===== config.mk =====
export PLATFORM = sky130hd
export DESIGN_NAME = calc_ctrl_fsm
export DESIGN_NICKNAME = d
export VERILOG_FILES = /design/src/rtl/calc_ctrl_fsm.sv
export SDC_FILE = /design/constraint.sdc
export NUM_CORES = 1
export LEC_CHECK = 0
export CORE_MARGIN = 4
export CORE_UTILIZATION = 38
export DETAILED_ROUTE_END_ITERATION = 6
export MAX_ROUTING_LAYER = met4
export REMOVE_ABC_BUFFERS = 1
export SETUP_SLACK_MARGIN = 0.1
export SYNTH_ARGS = -nofsm -noshare
export SYNTH_HDL_FRONTEND = slang
export SYNTH_SLANG_ARGS = --single-unit

===== constraint.sdc =====
create_clock -name clk -period 2.3 [get_ports clk]
set_input_delay 0.69 -clock clk [delete_from_list [all_inputs] [get_ports clk]]
set_output_delay 0.69 -clock clk [all_outputs]
set_load 0.05 [all_outputs]

===== src/rtl/calc_ctrl_fsm.sv =====
// calc_ctrl_fsm: keypad calculator control FSM (operand entry, operator latch, ALU handshake, display select).
// Defining CALC_BACKSPACE_EN adds the key_bsp input and a_bsp/b_bsp digit-drop strobes.
module calc_ctrl_fsm #(
  parameter int MAX_DIGITS  = 4,
  parameter int OP_W        = 2,
  parameter int ALU_TIMEOUT = 16
) (
  input  logic            clk,
  input  logic            resetn,
  input  logic            key_num,
  input  logic [3:0]      key_val,
  input  logic            key_op,
  input  logic [OP_W-1:0] key_op_code,
  input  logic            key_clr,
  input  logic            key_eq,
`ifdef CALC_BACKSPACE_EN
  input  logic            key_bsp,
  output logic            a_bsp,
  output logic            b_bsp,
`endif
  input  logic            alu_done,
  input  logic            alu_err,
  output logic            a_we,
  output logic            b_we,
  output logic            a_clr,
  output logic            b_clr,
  output logic            res_to_a,
  output logic [3:0]      digit_out,
  output logic            op_we,
  output logic [OP_W-1:0] op_code_out,
  output logic            alu_start,
  output logic [1:0]      disp_sel,
  output logic            err,
  output logic [3:0]      digit_cnt,
  output logic [2:0]      state
);
  typedef enum logic [2:0] {
    S_CLEAR    = 3'd0,
    S_OPA      = 3'd1,
    S_OPB_WAIT = 3'd2,
    S_OPB      = 3'd3,
    S_BUSY     = 3'd4,
    S_RESULT   = 3'd5,
    S_ERROR    = 3'd6
  } state_t;

  localparam int            TW    = $clog2(ALU_TIMEOUT + 1);
  localparam logic [3:0]    MAXD  = 4'(MAX_DIGITS);
  localparam logic [TW-1:0] TLAST = TW'(ALU_TIMEOUT - 1);

  state_t          r_state;
  logic [3:0]      r_cnt;
  logic [3:0]      r_digit;
  logic [OP_W-1:0] r_op;
  logic [TW-1:0]   r_tmo;
  logic [1:0]      r_disp;
  logic            r_err;
  logic            r_pend;
  logic            r_a_we;
  logic            r_b_we;
  logic            r_a_clr;
  logic            r_b_clr;
  logic            r_res_to_a;
  logic            r_op_we;
  logic            r_start;
  logic            w_bsp;
  logic            w_op;
  logic            w_num;
  logic            w_nz;
`ifdef CALC_BACKSPACE_EN
  logic            r_a_bsp;
  logic            r_b_bsp;
`endif

  // {err, disp_sel} shown while in a given state
  function automatic logic [2:0] view(input state_t s);
    return s == S_ERROR ? 3'b100 :
           (s == S_OPB || s == S_BUSY) ? 3'b010 :
           s == S_RESULT ? 3'b011 :
           (s == S_OPA || s == S_OPB_WAIT) ? 3'b001 : 3'b000;
  endfunction

  always_comb begin
`ifdef CALC_BACKSPACE_EN
    w_bsp = key_bsp & ~key_eq;
`else
    w_bsp = 1'b0;
`endif
    w_op  = key_op & ~key_eq & ~w_bsp;
    w_num = key_num & ~key_eq & ~key_op & ~w_bsp;
    w_nz  = key_val != 4'd0;
  end

  always_ff @(posedge clk or negedge resetn) begin
    if (!resetn) begin
      r_state    <= S_CLEAR;
      r_disp     <= 2'b00;
      r_err      <= 1'b0;
      r_cnt      <= '0;
      r_tmo      <= '0;
      r_digit    <= '0;
      r_op       <= '0;
      r_pend     <= 1'b0;
      r_a_we     <= 1'b0;
      r_b_we     <= 1'b0;
      r_a_clr    <= 1'b0;
      r_b_clr    <= 1'b0;
      r_res_to_a <= 1'b0;
      r_op_we    <= 1'b0;
      r_start    <= 1'b0;
`ifdef CALC_BACKSPACE_EN
      r_a_bsp    <= 1'b0;
      r_b_bsp    <= 1'b0;
`endif
    end else begin
      r_pend     <= 1'b0;
      r_a_we     <= 1'b0;
      r_b_we     <= 1'b0;
      r_a_clr    <= 1'b0;
      r_b_clr    <= 1'b0;
      r_res_to_a <= 1'b0;
      r_op_we    <= 1'b0;
      r_start    <= 1'b0;
`ifdef CALC_BACKSPACE_EN
      r_a_bsp    <= 1'b0;
      r_b_bsp    <= 1'b0;
`endif
      if (key_clr) begin
        r_state           <= S_CLEAR;
        {r_err, r_disp}   <= view(S_CLEAR);
        r_a_clr           <= 1'b1;
        r_b_clr           <= 1'b1;
        r_cnt             <= '0;
      end else if (r_pend) begin
        // second half of a fresh entry from RESULT: A was cleared last cycle
        r_a_we <= 1'b1;
      end else begin
        case (r_state)
          S_CLEAR: begin
            if (w_num && w_nz) begin
              r_a_we          <= 1'b1;
              r_digit         <= key_val;
              r_cnt           <= 4'd1;
              r_state         <= S_OPA;
              {r_err, r_disp} <= view(S_OPA);
            end
          end
          S_OPA: begin
            if (w_op) begin
              r_op_we         <= 1'b1;
              r_op            <= key_op_code;
              r_b_clr         <= 1'b1;
              r_cnt           <= '0;
              r_state         <= S_OPB_WAIT;
              {r_err, r_disp} <= view(S_OPB_WAIT);
`ifdef CALC_BACKSPACE_EN
            end else if (w_bsp) begin
              if (r_cnt > 4'd1) begin
                r_a_bsp <= 1'b1;
                r_cnt   <= r_cnt - 4'd1;
              end else begin
                r_a_clr         <= 1'b1;
                r_cnt           <= '0;
                r_state         <= S_CLEAR;
                {r_err, r_disp} <= view(S_CLEAR);
              end
`endif
            end else if (w_num && r_cnt < MAXD) begin
              r_a_we  <= 1'b1;
              r_digit <= key_val;
              r_cnt   <= r_cnt + 4'd1;
            end
          end
          S_OPB_WAIT: begin
            if (w_op) begin
              r_op_we <= 1'b1;
              r_op    <= key_op_code;
            end else if (w_num) begin
              r_b_we          <= 1'b1;
              r_digit         <= key_val;
              r_cnt           <= 4'd1;
              r_state         <= S_OPB;
              {r_err, r_disp} <= view(S_OPB);
            end
          end
          S_OPB: begin
            if (key_eq) begin
              r_start         <= 1'b1;
              r_tmo           <= '0;
              r_state         <= S_BUSY;
              {r_err, r_disp} <= view(S_BUSY);
`ifdef CALC_BACKSPACE_EN
            end else if (w_bsp) begin
              if (r_cnt > 4'd1) begin
                r_b_bsp <= 1'b1;
                r_cnt   <= r_cnt - 4'd1;
              end else begin
                r_b_clr         <= 1'b1;
                r_cnt           <= '0;
                r_state         <= S_OPB_WAIT;
                {r_err, r_disp} <= view(S_OPB_WAIT);
              end
`endif
            end else if (w_num && r_cnt < MAXD) begin
              r_b_we  <= 1'b1;
              r_digit <= key_val;
              r_cnt   <= r_cnt + 4'd1;
            end
          end
          S_BUSY: begin
            if (alu_done && alu_err) begin
              r_state         <= S_ERROR;
              {r_err, r_disp} <= view(S_ERROR);
            end else if (alu_done) begin
              r_state         <= S_RESULT;
              {r_err, r_disp} <= view(S_RESULT);
            end else if (r_tmo == TLAST) begin
              r_state         <= S_ERROR;
              {r_err, r_disp} <= view(S_ERROR);
            end else begin
              r_tmo <= r_tmo + TW'(1);
            end
          end
          S_RESULT: begin
            if (key_eq) begin
              r_res_to_a      <= 1'b1;
              r_start         <= 1'b1;
              r_tmo           <= '0;
              r_state         <= S_BUSY;
              {r_err, r_disp} <= view(S_BUSY);
            end else if (w_op) begin
              r_res_to_a      <= 1'b1;
              r_op_we         <= 1'b1;
              r_op            <= key_op_code;
              r_b_clr         <= 1'b1;
              r_cnt           <= '0;
              r_state         <= S_OPB_WAIT;
              {r_err, r_disp} <= view(S_OPB_WAIT);
            end else if (w_num) begin
              r_a_clr <= 1'b1;
              r_b_clr <= 1'b1;
              if (w_nz) begin
                r_pend          <= 1'b1;
                r_digit         <= key_val;
                r_cnt           <= 4'd1;
                r_state         <= S_OPA;
                {r_err, r_disp} <= view(S_OPA);
              end else begin
                r_cnt           <= '0;
                r_state         <= S_CLEAR;
                {r_err, r_disp} <= view(S_CLEAR);
              end
            end
          end
          S_ERROR: ;
          default: begin
            r_state         <= S_ERROR;
            {r_err, r_disp} <= view(S_ERROR);
          end
        endcase
      end
    end
  end

  assign a_we        = r_a_we;
  assign b_we        = r_b_we;
  assign a_clr       = r_a_clr;
  assign b_clr       = r_b_clr;
  assign res_to_a    = r_res_to_a;
  assign digit_out   = r_digit;
  assign op_we       = r_op_we;
  assign op_code_out = r_op;
  assign alu_start   = r_start;
  assign disp_sel    = r_disp;
  assign err         = r_err;
  assign digit_cnt   = r_cnt;
  assign state       = r_state;
`ifdef CALC_BACKSPACE_EN
  assign a_bsp       = r_a_bsp;
  assign b_bsp       = r_b_bsp;
`endif
endmodule


==> metrics.cfg, run 1 <==
[synth]
synth_ff_type=dfrtp_1
syn_inst=178
ys_ff_latch=29
synth_cell_type_count=56
async_flop_share_pct=100
synth-edff-count=0
synth_top_area_share_pct=41.9
ys_seq_area_share_pct=41.9
synth_top_cell_by_area=dfrtp_1
synth-warning-count=0
ys_top_cells_by_area=dfrtp_1, mux2_2, a21oi_1, nor2_1, o21ai_0
netlist_area_um2=1730
postSynthAreaPerCell_um2=9.74

[grt]
grt.busiest_layer=met2
grt_pass1_wl_mm=7.97
grt.met1_usage_pct=24.7
use_met2_pct=30.2
grt_remaining_overflow=0
antenna_found_initial=0
grt_max_degree=30
grt_pass1_vias=1651
grtUsageTotal_pct=19.0
grtUsageMet3_pct=3.56

[critical_path]
required_ns=1.61
worst-path-buf-inv=1
cpPeakStageDelay_ns=0.82
path_depth=1
crit_slowest_cell=clkdlybuf4s50_1
crit_chain=clkdlybuf4s50_1
ff2ff_path_depth=8
crit_arrival_ns=1.48
worst-setup-path-type=flop to output pin
critical-path-top-delay-family=buffers and inverters
cp-start-kind=flop
path_max_fanout=4
crit_path_end_kind=output pin

[min_path]
hold_class=flop to flop
whs_path_depth=2

[detailed_routing]
final_antenna_net_count=0
routedWlPerCell_um=16.4
avgViaCountPerCell=5.55
drt_iter0_drc=106
drc=0
drt-pass1-iter-count=4
vias=1659
wl_mm=4.89

[clocking]
clock_path_buffers=2
holdBufCountCts=0
cts_max_level=2
cts_tree=done
cts.sinks=29
clock_latency_ns=0.28
numCtsBuffers=5
cts_root_buffer=clkbuf_8
clk_pin_slew_ns=0.06

[finish]
final_cells=299
antenna_cells=0
layout-drive-gt1-share_pct=25.9
area_growth_pct=43.5
stdcell_area_um2=2490
fin_nets=263

[sta]
fmax_mhz=461
rsz0062_at_grt=no
fin_crit_sh_pct=94.3
finalSetupViolations=0
fin_hold_ws_ns=0.497
worst_pin_slew_ns=0.511
skew_ns=0.00476
finalSetupTns_ns=0
fin_crit_ns=2.17
slew_headroom_pct=65.8
final-hold-violation-count=0
finalMaxSlewViolations=0

[power_and_ir_drop]
peakVddDrop_v=0.000740
leakage_nw=1.09
power_density_nw_per_um2=1140

[floorplanning]
rows=24
die_y_um=75.5
design.core.area_um2=4380
pin_count=37
die-width_um=75.5
die_area_um2=5700
initial_core_util_pct=39.5

[run_status]
status=finished, final reports clean

[placement]
hpwl_mm=3.77
placed_area_um2=2350
place_inst=290
finalWeightedCongestion=0.954
portBuffers=36

[job]
maxCapViolCount=0

==> kinds of logic after synthesis <==
| family | share of synthesized area, % |
|---|---|
| simple gates | 20.4 |
| compound gates | 23.6 |
| flops | 41.9 |
| buf+inv | 5.78 |
| mux | 5.13 |
| fa+ha+maj | 2.17 |
| xor+xnor | 1.01 |
==> worst register-to-register path, cell delays in order, from the launching register on <==
cell and delay [ns]:
dfrtp_1 0.40, ha_1 0.23, and3_1 0.19, ha_1 0.21, nor2_1 0.09, nand3_1 0.15, a21o_1 0.23, or3_1 0.34
a21oi_1 0.15
==> through the flow <==
step / power [mW] / setup slack [ns] / utilization [%]
floorplan: 1.74 / -0.0439 / -
global placement: 2.31 / -0.339 / 53.6
detailed placement: 2.33 / -0.375 / 53.6
CTS: 2.83 / 0.117 / 56.1
global route: 3.02 / 0.108 / 56.7
finish: 2.84 / 0.130 / 56.7
==> path summary, 6_finish.rpt <==
check                                to  slack [ns]         start
min reg2reg                    r_tmo[4]        0.50      r_tmo[4]
min in group asynchronous         b_clr        0.79        resetn
max reg2reg                    r_tmo[3]        0.24      r_tmo[0]
max                        digit_cnt[3]        0.13  digit_cnt[3]
min                            r_tmo[4]        0.50      r_tmo[4]
max in group asynchronous      state[2]        1.21        resetn
==> area by class of cell <==
cell class	count	area (um^2)
fillers	380	1900
multi-input cells	132	937
flip-flops and latches	29	727
repair buffers	70	626
clock buffers	7	96.3
well taps	52	65.1
inverters	8	30.0
clock inverters	1	5.00
==> state kept, by name (all words and copies together) (netlist names), 2 cells and up <==
register / cells
op_code_out: 2
state: 3
r_tmo: 5
disp_sel: 2
digit_out: 4
digit_cnt: 4
==> placed cells by master (no fill, tap or decap), types with 3 or more instances in the layout <==
cell type / Yosys / routed
dlygate4sd2_1: 0 / 8
clkdlybuf4s50_1: 0 / 22
ha_1: 3 / 3
o21ai_0: 10 / 10
a22o_1: 4 / 4
inv_1: 7 / 7
nor2_1: 14 / 14
nand2_1: 10 / 10
dfrtp_1: 29 / 28
nor3_1: 9 / 9
a21oi_1: 13 / 13
nand3_1: 8 / 8
nand2b_1: 6 / 6
o31ai_1: 4 / 4
mux2_2: 7 / 6
buf_4: 1 / 36
clkbuf_8: 0 / 7
==> synth_stat cells (all sizes together) (2+ instances only) <==
library cell	count
buf	8
a2111oi	2
a211oi	2
nand2b	6
a21oi	13
o21ai	11
a221oi	2
dfrtp	29
nor2b	2
nor3b	3
inv	7
o22ai	2
o21bai	2
nand4	2
o31ai	4
o32ai	2
nor2	14
mux2	7
nor4b	2
ha	3
nor3	9
nand3	8
a22o	4
nand2	11
==> metal layers <==
layer | up-vias | routed length (um)
li1 | 797 | -
met1 | 792 | 2170
met2 | 59 | 2400
met3 | 11 | 251
met4 | 0 | 77
met5 | - | 0
==> timing repair <==
item                                    in CTS  in global routing
gates resized for setup                     10                  7
endpoints found under the setup margin      15                 14
setup buffers                                1                  0
pin swaps                                    2                  2
==> report_power, final <==
group          total, mW  switching [mW]  internal, mW
Combinational       1.61           0.938         0.677
Sequential         0.764           0.127         0.637
Clock              0.463           0.193         0.270
Total               2.84            1.26          1.58
Power figures use the tool's default switching activity.
==> run 2, diff against run 1 <==
--- a/config.mk
+++ b/config.mk
@@ -14,3 +14,4 @@
 export SYNTH_ARGS = -nofsm -noshare
 export SYNTH_HDL_FRONTEND = slang
 export SYNTH_SLANG_ARGS = --single-unit
+export TNS_END_PERCENT = 1
==> metrics.cfg, run 2 (synthesis results as in run 1) <==
[critical_path]
worst-path-buf-inv=1  ; unchanged
crit_path_end_kind=output pin
crit_slowest_cell=clkdlybuf4s50_1
path_depth=1  ; unchanged
r2r_end=state[2]
path_max_fanout=4  ; unchanged
ff2ff_path_depth=8  ; unchanged
cpPeakStageDelay_ns=0.82  ; about the same
cp-start-kind=flop
critical-path-top-delay-family=buffers and inverters
endpoint=digit_cnt[3]
crit_chain=clkdlybuf4s50_1
r2r-start=r_tmo[0]
critPathLaunch=digit_cnt[3]
ff2ff_setup_slack_ns=0.24  ; about the same
crit_arrival_ns=1.48  ; about the same
worst-setup-path-type=flop to output pin
required_ns=1.61  ; about the same

[power_and_ir_drop]
power_density_nw_per_um2=1140  ; -0.46%
leakage_nw=1.07  ; -2.0%
peakVddDrop_v=0.000739  ; about the same

[detailed_routing]
vias=1644  ; -0.90%
drc=0  ; unchanged
final_antenna_net_count=0  ; unchanged
wl_mm=4.87  ; -0.49%
avgViaCountPerCell=5.50  ; -0.90%
drt_iter0_drc=117  ; +10%
drt-pass1-iter-count=4  ; unchanged
routedWlPerCell_um=16.3  ; -0.49%

[min_path]
hold_class=flop to flop

[floorplanning]
die_area_um2=5700  ; unchanged
die-width_um=75.5  ; unchanged
die_y_um=75.5  ; unchanged
rows=24  ; unchanged
design.core.area_um2=4380  ; unchanged
pin_count=37  ; unchanged
initial_core_util_pct=39.5  ; unchanged

[sta]
finalMaxSlewViolations=0  ; unchanged
finalSetupViolations=0  ; unchanged
fmax_mhz=461  ; +0.12%
fin_crit_sh_pct=94.2  ; -0.11 points
rsz0062_at_grt=yes
fin_crit_ns=2.17  ; -0.00262 ns
fin_hold_ws_ns=0.497  ; +0.000393 ns
skew_ns=0.00432  ; -0.000436 ns
finalSetupTns_ns=0  ; unchanged
worst_pin_slew_ns=0.511  ; unchanged
slew_headroom_pct=65.8  ; unchanged
final-hold-violation-count=0  ; unchanged

[grt]
grt_max_degree=30  ; unchanged
grt_pass1_wl_mm=7.97  ; unchanged
use_met2_pct=30.2  ; unchanged
antenna_found_initial=0  ; unchanged
grtUsageTotal_pct=19.0  ; unchanged
grt_pass1_vias=1651  ; unchanged
grtUsageMet3_pct=3.56  ; unchanged
grt_remaining_overflow=0  ; unchanged
grt.met1_usage_pct=24.7  ; unchanged
grt.busiest_layer=met2

[clocking]
clock_latency_ns=0.28  ; about the same
cts_max_level=2  ; unchanged
cts.sinks=29  ; unchanged
cts_root_buffer=clkbuf_8
clock_path_buffers=2  ; unchanged
cts_tree=done
clk_pin_slew_ns=0.06  ; about the same
numCtsBuffers=5  ; unchanged

[placement]
finalWeightedCongestion=0.954  ; unchanged
placed_area_um2=2350  ; unchanged
hpwl_mm=3.77  ; unchanged
place_inst=290  ; unchanged
portBuffers=36  ; unchanged

[finish]
area_growth_pct=42.2
largest_reg_flops=5  ; unchanged
stdcell_area_um2=2460  ; -0.86%
fin_nets=263  ; unchanged
mostFrequentLayoutCells=buf_4, dfrtp_1, clkdlybuf4s50_1
antenna_cells=0  ; unchanged
final_cells=299  ; unchanged
largest_register=r_tmo
layout-drive-gt1-share_pct=25.1  ; -0.81 points
mostFrequentLayoutCell=buf_4

[job]
maxCapViolCount=0  ; unchanged

[run_status]
status=finished, final reports clean

[run 2: report_power, final]
part	internal (mW)	switching [mW]	total (mW)
Combinational	0.659	0.919	1.58
Clock	0.270	0.192	0.462
Sequential	0.637	0.127	0.764
[run 2: final cells by class]
cell class                      count  area [um^2]
Clock buffer                        7         96.3
Clock inverter                      1         5.00
Fill cell                         381         1920
Inverter                            8         30.0
Multi-Input combinational cell    132          918
Sequential cell                    29          727
Tap cell                           52         65.1
Timing Repair Buffer               70          623
[run 2: how the worst min path moves through the flow]
stage / from / to / slack [ns] / depth (start not counted)
floorplan: resetn / a_clr / 0.39 / 0
global placement: r_tmo[4] / r_tmo[4] / 0.46 / 2
detailed placement: r_tmo[4] / r_tmo[4] / 0.49 / 2
CTS: r_tmo[4] / r_tmo[4] / 0.50 / 2
global route: r_tmo[4] / r_tmo[4] / 0.53 / 2
finish: r_tmo[4] / r_tmo[4] / 0.50 / 2
[run 2: layer usage]
| metal | vias to the layer above | routed length (um) |
|---|---|---|
| li1 | 794 | - |
| met1 | 789 | 2220 |
| met2 | 50 | 2360 |
| met3 | 11 | 209 |
| met4 | 0 | 76 |
| met5 | - | 0 |
[run 2: per-stage QoR]
| step | power [mW] | worst slack [ns] | utilization, % |
|---|---|---|---|
| 6_report | 2.80 | 0.133 | 56.2 |
| 5_1_grt | 2.99 | 0.0510 | 56.2 |
| 4_1_cts | 2.83 | 0.117 | 56.1 |
| 3_5_place_dp | 2.33 | -0.375 | 53.6 |
| 3_3_place_gp | 2.31 | -0.339 | 53.6 |
| 2_1_floorplan | 1.74 | -0.0439 | - |
[run 2: what timing repair did]
action,CTS,global route
endpoints found under the setup margin,15,14
buffers inserted,1,0
hold buffers,0,0
pin swaps,1,1
gates resized for setup,10,3
